**src/rtl/instr_encoder_if.sv**
```systemverilog
// Field-tuple input and encoded-word output bundle
// for the RV32 instruction encoder.
interface instr_encoder_if;
  logic        in_valid;
  logic        in_ready;
  logic [2:0]  fmt;
  logic [6:0]  opcode;
  logic [4:0]  rd;
  logic [2:0]  func3;
  logic [4:0]  rs1;
  logic [4:0]  rs2;
  logic [6:0]  func7;
  logic [31:0] imm;
  logic        out_valid;
  logic        out_ready;
  logic [31:0] out_instr;
  logic [31:0] out_addr;
  logic [7:0]  err_count;

  modport master (
    output in_valid, fmt, opcode, rd, func3,
    output rs1, rs2, func7, imm, out_ready,
    input  in_ready, out_valid, out_instr,
    input  out_addr, err_count
  );

  modport slave (
    input  in_valid, fmt, opcode, rd, func3,
    input  rs1, rs2, func7, imm, out_ready,
    output in_ready, out_valid, out_instr,
    output out_addr, err_count
  );
endinterface

```
**src/rtl/instr_encoder.sv**
```systemverilog
// RV32 field-tuple to instruction-word encoder with an
// output FIFO and a sequential byte address per word.
module instr_encoder #(
  parameter int unsigned DEPTH     = 4,
  parameter logic [31:0] BASE_ADDR = 32'h0000_0000
) (
  input  logic           clk,
  input  logic           rst_n,
  input  logic           flush,
  instr_encoder_if.slave bus
);
  localparam int unsigned AW = $clog2(DEPTH);
  localparam logic [AW:0] FULL_CNT = DEPTH[AW:0];

  typedef logic [AW-1:0] ptr_t;
  typedef logic [AW:0]   cnt_t;

  logic [31:0] mem_q [DEPTH];
  logic [31:0] mem_d [DEPTH];
  ptr_t        wr_ptr_q, wr_ptr_d;
  ptr_t        rd_ptr_q, rd_ptr_d;
  cnt_t        cnt_q, cnt_d;
  logic [31:0] addr_q, addr_d;
  logic [31:0] last_q, last_d;
  logic [7:0]  err_q, err_d;

  logic        is_r, is_i, is_s;
  logic        is_b, is_u, is_j;
  logic [31:0] enc;
  logic        bad;
  logic        full, empty;
  logic        acc, push, pop;

  always_comb begin
    is_r = (bus.fmt == 3'd0);
    is_i = (bus.fmt == 3'd1);
    is_s = (bus.fmt == 3'd2);
    is_b = (bus.fmt == 3'd3);
    is_u = (bus.fmt == 3'd4);
    is_j = (bus.fmt == 3'd5);
    enc  = '0;
    unique case (1'b1)
      is_r: enc = {bus.func7, bus.rs2, bus.rs1,
                   bus.func3, bus.rd, bus.opcode};
      is_i: enc = {bus.imm[11:0], bus.rs1,
                   bus.func3, bus.rd, bus.opcode};
      is_s: enc = {bus.imm[11:5], bus.rs2, bus.rs1,
                   bus.func3, bus.imm[4:0], bus.opcode};
      is_b: enc = {bus.imm[12], bus.imm[10:5],
                   bus.rs2, bus.rs1, bus.func3,
                   bus.imm[4:1], bus.imm[11], bus.opcode};
      is_u: enc = {bus.imm[31:12], bus.rd, bus.opcode};
      is_j: enc = {bus.imm[20], bus.imm[10:1],
                   bus.imm[11], bus.imm[19:12],
                   bus.rd, bus.opcode};
      default: enc = '0;
    endcase
    // B and J offsets are halfword multiples
    bad = !(is_r | is_i | is_s | is_b | is_u | is_j)
        | ((is_b | is_j) & bus.imm[0]);
  end

  assign empty = (cnt_q == '0);
  assign full  = (cnt_q == FULL_CNT);

  assign bus.in_ready  = !full || flush;
  assign bus.out_valid = !empty;
  assign bus.out_instr = empty ? last_q
                               : mem_q[rd_ptr_q];
  assign bus.out_addr  = addr_q;
  assign bus.err_count = err_q;

  assign acc  = bus.in_valid && bus.in_ready;
  assign push = acc && !bad && !flush;
  assign pop  = bus.out_valid && bus.out_ready
             && !flush;

  always_comb begin
    mem_d    = mem_q;
    wr_ptr_d = wr_ptr_q;
    rd_ptr_d = rd_ptr_q;
    cnt_d    = cnt_q;
    addr_d   = addr_q;
    last_d   = last_q;
    err_d    = err_q;
    if (push) begin
      mem_d[wr_ptr_q] = enc;
      wr_ptr_d = wr_ptr_q + ptr_t'(1);
    end
    if (pop) begin
      rd_ptr_d = rd_ptr_q + ptr_t'(1);
      addr_d   = addr_q + 32'd4;
      last_d   = mem_q[rd_ptr_q];
    end
    unique case ({push, pop})
      2'b10:   cnt_d = cnt_q + cnt_t'(1);
      2'b01:   cnt_d = cnt_q - cnt_t'(1);
      default: cnt_d = cnt_q;
    endcase
    if (acc && bad && !flush && err_q != 8'hFF)
      err_d = err_q + 8'd1;
    if (flush) begin
      wr_ptr_d = '0;
      rd_ptr_d = '0;
      cnt_d    = '0;
      addr_d   = BASE_ADDR;
      err_d    = '0;
    end
  end

  always_ff @(posedge clk or negedge rst_n) begin
    if (!rst_n) begin
      mem_q    <= '{default: '0};
      wr_ptr_q <= '0;
      rd_ptr_q <= '0;
      cnt_q    <= '0;
      addr_q   <= BASE_ADDR;
      last_q   <= '0;
      err_q    <= '0;
    end else begin
      mem_q    <= mem_d;
      wr_ptr_q <= wr_ptr_d;
      rd_ptr_q <= rd_ptr_d;
      cnt_q    <= cnt_d;
      addr_q   <= addr_d;
      last_q   <= last_d;
      err_q    <= err_d;
    end
  end
endmodule
```
**src/flat_wrapper.sv**
```systemverilog
// flat-port wrapper written by rule: the top's interface ports become plain ports
module instr_encoder_flat 
#(
  parameter int unsigned DEPTH     = 4,
  parameter logic [31:0] BASE_ADDR = 32'h0000_0000
)
  (clk, rst_n, flush, bus_in_valid, bus_fmt, bus_opcode, bus_rd, bus_func3, bus_rs1, bus_rs2, bus_func7, bus_imm, bus_out_ready, bus_in_ready, bus_out_valid, bus_out_instr, bus_out_addr, bus_err_count);
  instr_encoder_if bus_i ();
  input  logic clk;
  input  logic rst_n;
  input  logic flush;
  input wire logic [$bits(bus_i.in_valid)-1:0] bus_in_valid;
  input wire logic [$bits(bus_i.fmt)-1:0] bus_fmt;
  input wire logic [$bits(bus_i.opcode)-1:0] bus_opcode;
  input wire logic [$bits(bus_i.rd)-1:0] bus_rd;
  input wire logic [$bits(bus_i.func3)-1:0] bus_func3;
  input wire logic [$bits(bus_i.rs1)-1:0] bus_rs1;
  input wire logic [$bits(bus_i.rs2)-1:0] bus_rs2;
  input wire logic [$bits(bus_i.func7)-1:0] bus_func7;
  input wire logic [$bits(bus_i.imm)-1:0] bus_imm;
  input wire logic [$bits(bus_i.out_ready)-1:0] bus_out_ready;
  output wire logic [$bits(bus_i.in_ready)-1:0] bus_in_ready;
  output wire logic [$bits(bus_i.out_valid)-1:0] bus_out_valid;
  output wire logic [$bits(bus_i.out_instr)-1:0] bus_out_instr;
  output wire logic [$bits(bus_i.out_addr)-1:0] bus_out_addr;
  output wire logic [$bits(bus_i.err_count)-1:0] bus_err_count;
  assign bus_i.in_valid = bus_in_valid;
  assign bus_i.fmt = bus_fmt;
  assign bus_i.opcode = bus_opcode;
  assign bus_i.rd = bus_rd;
  assign bus_i.func3 = bus_func3;
  assign bus_i.rs1 = bus_rs1;
  assign bus_i.rs2 = bus_rs2;
  assign bus_i.func7 = bus_func7;
  assign bus_i.imm = bus_imm;
  assign bus_i.out_ready = bus_out_ready;
  assign bus_in_ready = bus_i.in_ready;
  assign bus_out_valid = bus_i.out_valid;
  assign bus_out_instr = bus_i.out_instr;
  assign bus_out_addr = bus_i.out_addr;
  assign bus_err_count = bus_i.err_count;
  instr_encoder #(.DEPTH(DEPTH), .BASE_ADDR(BASE_ADDR)) u_core (.clk(clk), .rst_n(rst_n), .flush(flush), .bus(bus_i));
endmodule
```
**config.mk**
```make
export PLATFORM = sky130hd
export DESIGN_NAME = instr_encoder_flat
export DESIGN_NICKNAME = d
export VERILOG_FILES = /design/src/rtl/instr_encoder_if.sv /design/src/rtl/instr_encoder.sv /design/src/flat_wrapper.sv
export SDC_FILE = /design/constraint.sdc
export NUM_CORES = 1
export LEC_CHECK = 0
export ABC_AREA = 1
export BUFFER_PORTS_ARGS = -buffer_cell sky130_fd_sc_hd__clkbuf_2
export CORE_AREA = 4 4 196 198
export CTS_BUF_LIST = sky130_fd_sc_hd__clkbuf_16
export DETAILED_ROUTE_END_ITERATION = 6
export DIE_AREA = 0 0 200 202
export PLACE_DENSITY = 0.45
export SYNTH_ARGS = -nofsm -noshare
export SYNTH_HDL_FRONTEND = slang
export SYNTH_SLANG_ARGS = --single-unit
```
**constraint.sdc**
```tcl
create_clock -name clk -period 6.31 [get_ports clk]
set_input_delay 0.631 -clock clk [delete_from_list [all_inputs] [get_ports clk]]
set_output_delay 0.631 -clock clk [all_outputs]
set_load 0.005 [all_outputs]
```
==> results of run 1 <==
-- state kept, by name (all words and copies together) (netlist names) --
| signal | count |
|---|---|
| u_core.bus.err_count | 8 |
| u_core.bus.out_addr | 30 |
| u_core.cnt_q | 3 |
| u_core.last_q | 32 |
| u_core.mem_q | 128 |
| u_core.rd_ptr_q | 2 |
| u_core.wr_ptr_q | 2 |
-- worst paths after layout --
kind | from | end | slack, ps | cells after the start
min in group clk | bus_opcode[1] | u_core.mem_q[65] | 450 | 3
max in group asynchronous | rst_n | u_core.rd_ptr_q[0] | 4980 | 2
min | rst_n | u_core.last_q[14] | 60 | 1
max | u_core.rd_ptr_q[1] | bus_out_instr[17] | 3170 | 8
max reg2reg | u_core.cnt_q[0] | u_core.cnt_q[2] | 3760 | 15
min reg2reg | u_core.mem_q[84] | u_core.mem_q[84] | 470 | 2
-- per-stage QoR --
step                      total power [mW]  instances  utilization, %
final                                 4.53       1916            33.2
after global routing                  4.91       1916            33.2
after CTS                             4.64       1916            33.2
after detailed placement              3.32       1874            31.3
after global placement                3.31       1874            31.3
after floorplan                       2.72       1325               -
-- metal layers --
metal | GRT usage (%) | wire length [µm]
met1 | 22.0 | 15300
met2 | 24.6 | 14400
met5 | 0 | 0
met3 | 2.37 | 1140
met4 | 2.72 | 357
-- power groups by stage --
stage / registers (mW) / logic, mW / clock network (mW)
after floorplan: 1.78 / 0.945 / 0
after global placement: 1.81 / 1.50 / 0
after detailed placement: 1.81 / 1.51 / 0
after CTS: 1.79 / 1.52 / 1.33
after global routing: 1.83 / 1.70 / 1.38
final: 1.79 / 1.46 / 1.28
-- final cells by class --
class,count,area (µm²),area share (%)
Clock buffer,25,626,5.16
Clock inverter,17,85.1,0.701
Inverter,107,404,3.33
Multi-Input combinational cell,944,4510,37.2
Sequential cell,205,5130,42.3
Tap cell,468,586,4.83
Timing Repair Buffer,150,790,6.51
-- kinds of logic after synthesis --
logic type	after synthesis
AO/OA/AOI/OAI	347
XOR/XNOR	7
adder cells (fa/ha/maj)	7
buffers and inverters	176
flip-flops	205
other	1
AND/OR/NAND/NOR	581
-- cells in the final DEF, fill, tap and decap left out, types with 2 or more instances in the layout --
| cell type | Yosys | routed |
|---|---|---|
| o22ai_1 | 32 | 32 |
| buf_4 | 6 | 6 |
| o21ai_1 | 87 | 87 |
| a22o_1 | 6 | 6 |
| nand2_4 | 5 | 5 |
| a221oi_1 | 5 | 5 |
| o21ai_0 | 160 | 160 |
| inv_1 | 104 | 111 |
| xnor2_1 | 3 | 3 |
| clkinv_1 | 0 | 6 |
| inv_2 | 2 | 3 |
| nand2_2 | 2 | 3 |
| nand3_1 | 46 | 46 |
| conb_1 | 1 | 2 |
| a21oi_1 | 14 | 14 |
| nand4_1 | 10 | 10 |
| ha_1 | 6 | 6 |
| o21ai_2 | 30 | 30 |
| nand2_1 | 364 | 363 |
| clkbuf_2 | 0 | 142 |
| dfrtp_1 | 205 | 204 |
| nor3_1 | 17 | 17 |
| a22oi_1 | 6 | 6 |
| nor2_1 | 132 | 132 |
| clkbuf_16 | 0 | 25 |
| xor2_1 | 4 | 4 |
-- synth_stat cells (4+ instances only) --
master,count
a22oi_1,6
nand2_4,5
inv_1,104
nor2_1,132
a21oi_1,14
o21ai_2,30
clkbuf_1,27
a221oi_1,5
o21ai_1,87
buf_2,12
a22o_1,6
o22ai_1,32
o21ai_0,160
nand4_1,10
ha_1,6
buf_4,6
dfrtp_1,205
buf_6,21
nand3_1,46
xor2_1,4
nand2_1,364
nor3_1,17
-- worst reg2reg max path: cells and delay by family, from the launching register on --
family / cells / cell delay, ps
flip-flops: 1 / 430
AND/OR/NAND/NOR: 10 / 1040
adder cells (fa/ha/maj): 1 / 380
XOR/XNOR: 1 / 210
buffers and inverters: 3 / 460
==> flow_summary.toml, run 1 <==
[clock_network]
clk_pin_slew_worst_paths_ps = 60
cts_buffers = 25
hold_buffers = 0
cts_tree = "done"
clock_latency_ps = 530
htreeDepth = 1
cts_buffer_depth = 3
postCtsSetupRepairBufs = 0
clockRootBuffer = "clkbuf_16"
cts-resized-gates = 0
cts.sinks = 205

[outcome]
status = "finished, final reports clean"

[synth]
synth_seq_cells = 205
netlist_area_mm2 = 0.0105
synth_top_family_by_area = "simple AND/OR/NAND/NOR gates"
synth_area_per_cell_um2 = 7.92
ys_async_sr_fraction_pct = 100
synthSimpleGateAreaFrac_pct = 22.6
synth_xor_area_share_pct = 0.585
synth.top_cell.area_share_pct = 48.9
synth_compound_area_share_pct = 18.8
synthAdderAreaFrac_pct = 0.907
synth.area.top_cells = "dfrtp_1 49%, nand2_1 13%, o21ai_0 7.6%, nor2_1 4.7%, o21ai_1 4.2%"
yosys.area.top_type = "dfrtp_1"
synthDistinctLibCells = 41
yosysSeqAreaShare_pct = 48.9
synth_edf_count = 0
synthMuxAreaShare_pct = 0
ys.flop_type = "dfrtp_1"
syn_inst = 1324
yosys_warnings = 0

[die]
pin_count = 146
core_area_mm2 = 0.0365
design.die.area_mm2 = 0.0404
die-height_um = 202
initial_core_util_pct = 28.7
die_w_um = 200
rows = 70

[route]
viasPerCell = 4.71
drt_wl_total_um = 31200
remaining_drc_errors = 0
via_count = 9015
drt_first_pass_iters = 6
drt_iter0_drc = 532
wl_per_cell_um = 16.3
drtAntennaViolNets = 0

[finish]
drive_above_1_share_pct = 15.6
syn2layout_area_growth_pct = 15.7
n_fill_cell = 3937
fin_nets = 1512
n_antenna_cell = 0
final_cell_area_mm2 = 0.0121

[sta]
post-route-period-util_pct = 49.8
grt_setup_unrepaired = "no"
tns_ps = 0
timing.fmax_mhz = 319
finalMaxSlewViolations = 0
min_period_ps = 3140
hold_slack_ps = 60.7
fin_skew_ps = 16.9
setup_ws_ps = 3170
setup-violations-final = 0
hold_viol = 0
maxSlewHeadroom_pct = 41.7
worst_pin_slew_ps = 874

[setup_path]
cp_slowest_cell = "buf_4"
required_ps = 5680
cp_max_fo = 35
path_class = "reg -> out"
critPathBufInv = 4
path_delay_family = "buffers and inverters"
critical_path.max_stage_delay_ps = 390
crit_chain = "buf_4, inv_1, buf_4, o21ai_0, o22ai_1, nand2_1, o21ai_0, clkbuf_2"
critPathLaunchType = "register"
end_kind = "output port"
worst_ep_arrival_time_ps = 2510

[placed_design]
post-place-ws_ps = 3290
io_buffers = 143
gp_congestion = 0.815
post_dp_cell_area_mm2 = 0.0114
hpwl_um = 20100

[power_and_ir_drop]
pwr-share-seq_pct = 39.6
p_per_area_mw_per_mm2 = 373
switchingPower_mw = 1.66
power_leakage_nw = 5.88
combinationalPowerShare_pct = 32.2
p_int_mw = 2.87
swShare_pct = 36.6
clkPwrFrac_pct = 28.2
peakVddDrop_mv = 0.205

[global_routing]
grt_pass1_wl_um = 50100
grt_max_degree = 147
overflow = 0
grt_usage_pct = 15.3
grt_pass1_vias = 9011
antenna_found_initial = 0

[min_path]
min_path_type = "in -> async"

[job]
max-cap-violations = 0
(Power assumes the default switching activity.)
==> run 2, diff against run 1 <==
- PLACE_DENSITY: 0.45 -> 0.46
- clock period: 6.31 -> 2.7 ns (I/O delays scaled with it)
==> run 2 against run 1 <==
Net effect: largest cell class unchanged; register-to-register slack worse by 3300 ps; die area stayed put; utilization is 1.1 points higher; sequential power is 130% higher.
==> flow_summary.toml, run 2 (synthesized netlist as in run 1, its figures left out) <==
[sta]
setup_ws_ps = 291
grt_setup_unrepaired = "no"
setup-violations-final = 0
hold_viol = 0
tns_ps = 0
worst_pin_slew_ps = 736
finalMaxSlewViolations = 0
post-route-period-util_pct = 89.2
min_period_ps = 2410
fin_skew_ps = 21.2
hold_slack_ps = 58.6
maxSlewHeadroom_pct = 50.9
timing.fmax_mhz = 415

[setup_path]
critPathLaunchType = "register"
cp_max_fo = 65
end_kind = "output port"
path_class = "reg -> out"
required_ps = 2430
worst_ep_arrival_time_ps = 2140

[placed_design]
gp_congestion = 0.848
io_buffers = 143
hpwl_um = 21400
post-place-ws_ps = 378
post_dp_cell_area_mm2 = 0.0116

[clock_network]
cts.sinks = 205
cts_buffer_depth = 3
clk_pin_slew_worst_paths_ps = 60
cts-resized-gates = 0
htreeDepth = 1
clockRootBuffer = "clkbuf_16"
cts_buffers = 26
clock_latency_ps = 540
cts_tree = "done"

[finish]
fin_nets = 1535
regMostFlops = "u_core.mem_q"
syn2layout_area_growth_pct = 19.5
n_antenna_cell = 0
utilization_pct = 34.3
largest_register_ffs = 128
final_common_cell = "nand2_1"
layout_common_cells = "363 x nand2_1, 204 x dfrtp_1, 160 x o21ai_0"
drive_above_1_share_pct = 17.5
final_cell_area_mm2 = 0.0125

[die]
die_w_um = 200
design.die.area_mm2 = 0.0404
core_area_mm2 = 0.0365
rows = 70
initial_core_util_pct = 28.7
die-height_um = 202
pin_count = 146

[route]
wl_per_cell_um = 16.2
remaining_drc_errors = 0
drt_first_pass_iters = 5
drt_wl_total_um = 31400
via_count = 9158
drt_iter0_drc = 510
viasPerCell = 4.71
drtAntennaViolNets = 0

[global_routing]
grt_max_degree = 68
grt_pass1_wl_um = 50700
grt_usage_pct = 15.4
antenna_found_initial = 0
grt_pass1_vias = 8953
overflow = 0

[power_and_ir_drop]
power_leakage_nw = 6.08
p_per_area_mw_per_mm2 = 894
peakVddDrop_mv = 0.529

[outcome]
status = "finished, final reports clean"

[min_path]
min_path_type = "in -> reg"

[job]
max-cap-violations = 0
[run 2: repair_timing]
item / CTS / global route
hold buffers: 1 / 0
buffers inserted: 0 / 0
endpoints found under the hold margin: 53 / 0
[run 2: final cells by class]
class | instances | area, µm²
Fill cell | 3875 | 24000
Sequential cell | 205 | 5130
Multi-Input combinational cell | 944 | 4510
Timing Repair Buffer | 172 | 1020
Clock buffer | 26 | 651
Tap cell | 468 | 586
Inverter | 107 | 404
Clock inverter | 22 | 231
[run 2: report_power, final]
part | switching (mW) | internal [mW] | total, mW
Combinational | 2.22 | 1.25 | 3.47
Clock | 1.40 | 2.14 | 3.54
Sequential | 0.356 | 3.84 | 4.20
[run 2: per-layer routing]
layer,routed length (µm),vias to the layer above,part of all wire (%),track usage (%)
li1,-,4627,-,-
met1,15400,4369,49,22.3
met2,14500,140,46,24.9
met3,1150,22,3.7,2.00
met4,410,0,1.3,2.69
met5,0,-,0,0
[run 2: worst max-delay path, stage by stage (launching register included)]
cell and delay [ps]:
dfrtp_1 420, nor2_1 80, nand2_2 70, buf_4 540, o21ai_0 300, clkbuf_2 180
[run 2: final timing paths]
check,startpoint,to,slack (ps),cells past startpoint
worst max-delay path,u_core.cnt_q[0],bus_out_instr[3],290,5
worst min-delay path,bus_opcode[0],u_core.mem_q[64],60,3
worst max register to register,u_core.cnt_q[2],u_core.cnt_q[2],420,14
worst min register to register,u_core.mem_q[67],u_core.mem_q[67],470,2
max in group asynchronous,rst_n,u_core.bus.out_addr[31],1620,3
min in group asynchronous,rst_n,u_core.last_q[26],270,2
[run 2: stage by stage]
step,instances,power [mW]
floorplan,1325,6.36
global placement,1895,7.74
detailed placement,1895,7.79
CTS,1944,11.4
global route,1944,12.1
finish,1944,11.2
==> run 3, diff against run 2 <==
- PLACE_DENSITY: 0.46 -> 0.45
- clock period: 2.7 -> 3 ns (I/O delays scaled with it)
==> run 3 against run 2 <==
Net effect: worst hold slack improved by 46 ps; flip-flop and latch count stayed put; clock skew fell by 1.6 ps; critical endpoint is now bus_out_instr[20]; largest power group unchanged.
==> flow_summary.toml, run 3 (synthesized netlist as in run 1, its figures left out) <==
[outcome]
status = "finished, final reports clean"

[sta]
hold_viol = 0
maxSlewHeadroom_pct = 45.4
min_period_ps = 2570
worst_pin_slew_ps = 819
grt_setup_unrepaired = "no"
tns_ps = 0
timing.fmax_mhz = 389
fin_skew_ps = 19.7
post-route-period-util_pct = 85.7
setup-violations-final = 0
finalMaxSlewViolations = 0

[finish]
syn2layout_area_growth_pct = 17.3
layout_common_cells = "363 x nand2_1, 204 x dfrtp_1, 160 x o21ai_0"
final_common_cell = "nand2_1"
n_antenna_cell = 0
fin_cells = 1936
regMostFlops = "u_core.mem_q"
fin_nets = 1528
drive_above_1_share_pct = 16.6
largest_register_ffs = 128

[setup_path]
cp_max_fo = 42
critPathBufInv = 3
cp_common_cell = "o21ai_0"
critPathLaunchType = "register"
path_class = "reg -> out"
critical_path.max_stage_delay_ps = 420
crit_chain = "inv_2, buf_4, o21ai_0, o22ai_1, nand2_1, o21ai_0, clkbuf_2"
required_ps = 2700
worst_ep_arrival_time_ps = 2270
cp_slowest_cell = "dfrtp_2"
path_delay_family = "buffers and inverters"
end_kind = "output port"

[global_routing]
grt_pass1_wl_um = 50700
antenna_found_initial = 0
grt_max_degree = 81
grt_usage_pct = 15.5
grt_pass1_vias = 8943
overflow = 0

[power_and_ir_drop]
peakVddDrop_mv = 0.446
power_leakage_nw = 5.98
p_per_area_mw_per_mm2 = 783

[clock_network]
cts_tree = "done"
postCtsSetupRepairBufs = 0
cts_buffers = 26
clock_latency_ps = 540
hold_buffers = 1
clockRootBuffer = "clkbuf_16"
cts.sinks = 205
cts_buffer_depth = 3
cts-resized-gates = 0
clk_pin_slew_worst_paths_ps = 50
htreeDepth = 1

[job]
max-cap-violations = 0

[route]
via_count = 9058
drt_first_pass_iters = 5
wl_per_cell_um = 16.2
viasPerCell = 4.68
remaining_drc_errors = 0
drt_wl_total_um = 31300
drtAntennaViolNets = 0
drt_iter0_drc = 543

[placed_design]
io_buffers = 143
gp_congestion = 0.838
hpwl_um = 20700
numPlacedInstances = 1888

[die]
rows = 70
die-height_um = 202
design.die.area_mm2 = 0.0404
pin_count = 146
core_area_mm2 = 0.0365
initial_core_util_pct = 28.7
die_w_um = 200

[min_path]
min_path_type = "in -> reg"
[run 3: cell types whose count changed in the layout (fill, tap and decap cells not counted)]
cell / delta
clkinvlp_4: -1
buf_12: -5
inv_1: +6
bufinv_16: -4
clkinv_2: -4
clkinv_1: +2
buf_4: -2
[run 3: worst reg2reg max path, delay by kind of cell, from the launching register on]
family | cells | cell delay (ps)
and+or+nand+nor | 8 | 720
DFF | 1 | 410
adders and majority gates | 1 | 370
AOI/OAI and AO/OA | 1 | 240
buffers and inverters | 3 | 230
xor gates and xnor gates | 1 | 200
[run 3: cell type report]
cell class,instances,area [µm²]
Sequential cell,205,5130
Timing Repair Buffer,165,905
Inverter,107,404
Clock buffer,26,651
Tap cell,468,586
Multi-Input combinational cell,944,4510
Fill cell,3930,24200
Clock inverter,21,114
[run 3: power by group]
part	total (mW)	internal, mW	switching [mW]	leakage (nW)
Clock	2.79	1.57	1.22	0.403
Sequential	3.77	3.46	0.315	2.74
Combinational	3.07	1.10	1.97	2.84
[run 3: metal layers]
| layer | GRT usage [%] | vias up | wire, µm | share of wire (%) |
|---|---|---|---|---|
| met4 | 3.28 | 0 | 543 | 1.7 |
| met3 | 2.27 | 35 | 1130 | 3.6 |
| li1 | - | 4604 | - | - |
| met1 | 22.7 | 4286 | 15500 | 50 |
| met2 | 24.3 | 133 | 14100 | 45 |
| met5 | 0 | - | 0 | 0 |
[run 3: through the flow]
stage          power, mW  area (µm²)  setup slack (ps)  util [%]  hold WS [ps]
2_1_floorplan       5.72       10500              1020         -          4.41
3_3_place_gp        6.95       11500               703      31.6           394
3_5_place_dp        6.98       11500               687      31.6           396
4_1_cts             9.85       12300               384      33.7          76.7
5_1_grt             10.5       12300               192      33.7          93.8
6_report            9.64       12300               428      33.7           105
[run 3: worst paths after layout]
check | slack (ps) | start | end | cells past startpoint
setup / recovery | 430 | u_core.rd_ptr_q[0] | bus_out_instr[20] | 7
hold / removal | 110 | flush | u_core.cnt_q[0] | 4
setup reg to reg | 770 | u_core.cnt_q[2] | u_core.cnt_q[2] | 14
hold reg to reg | 470 | u_core.mem_q[80] | u_core.mem_q[80] | 2
max in group asynchronous | 1820 | rst_n | u_core.bus.out_addr[30] | 3
min in group asynchronous | 330 | rst_n | u_core.mem_q[16] | 2
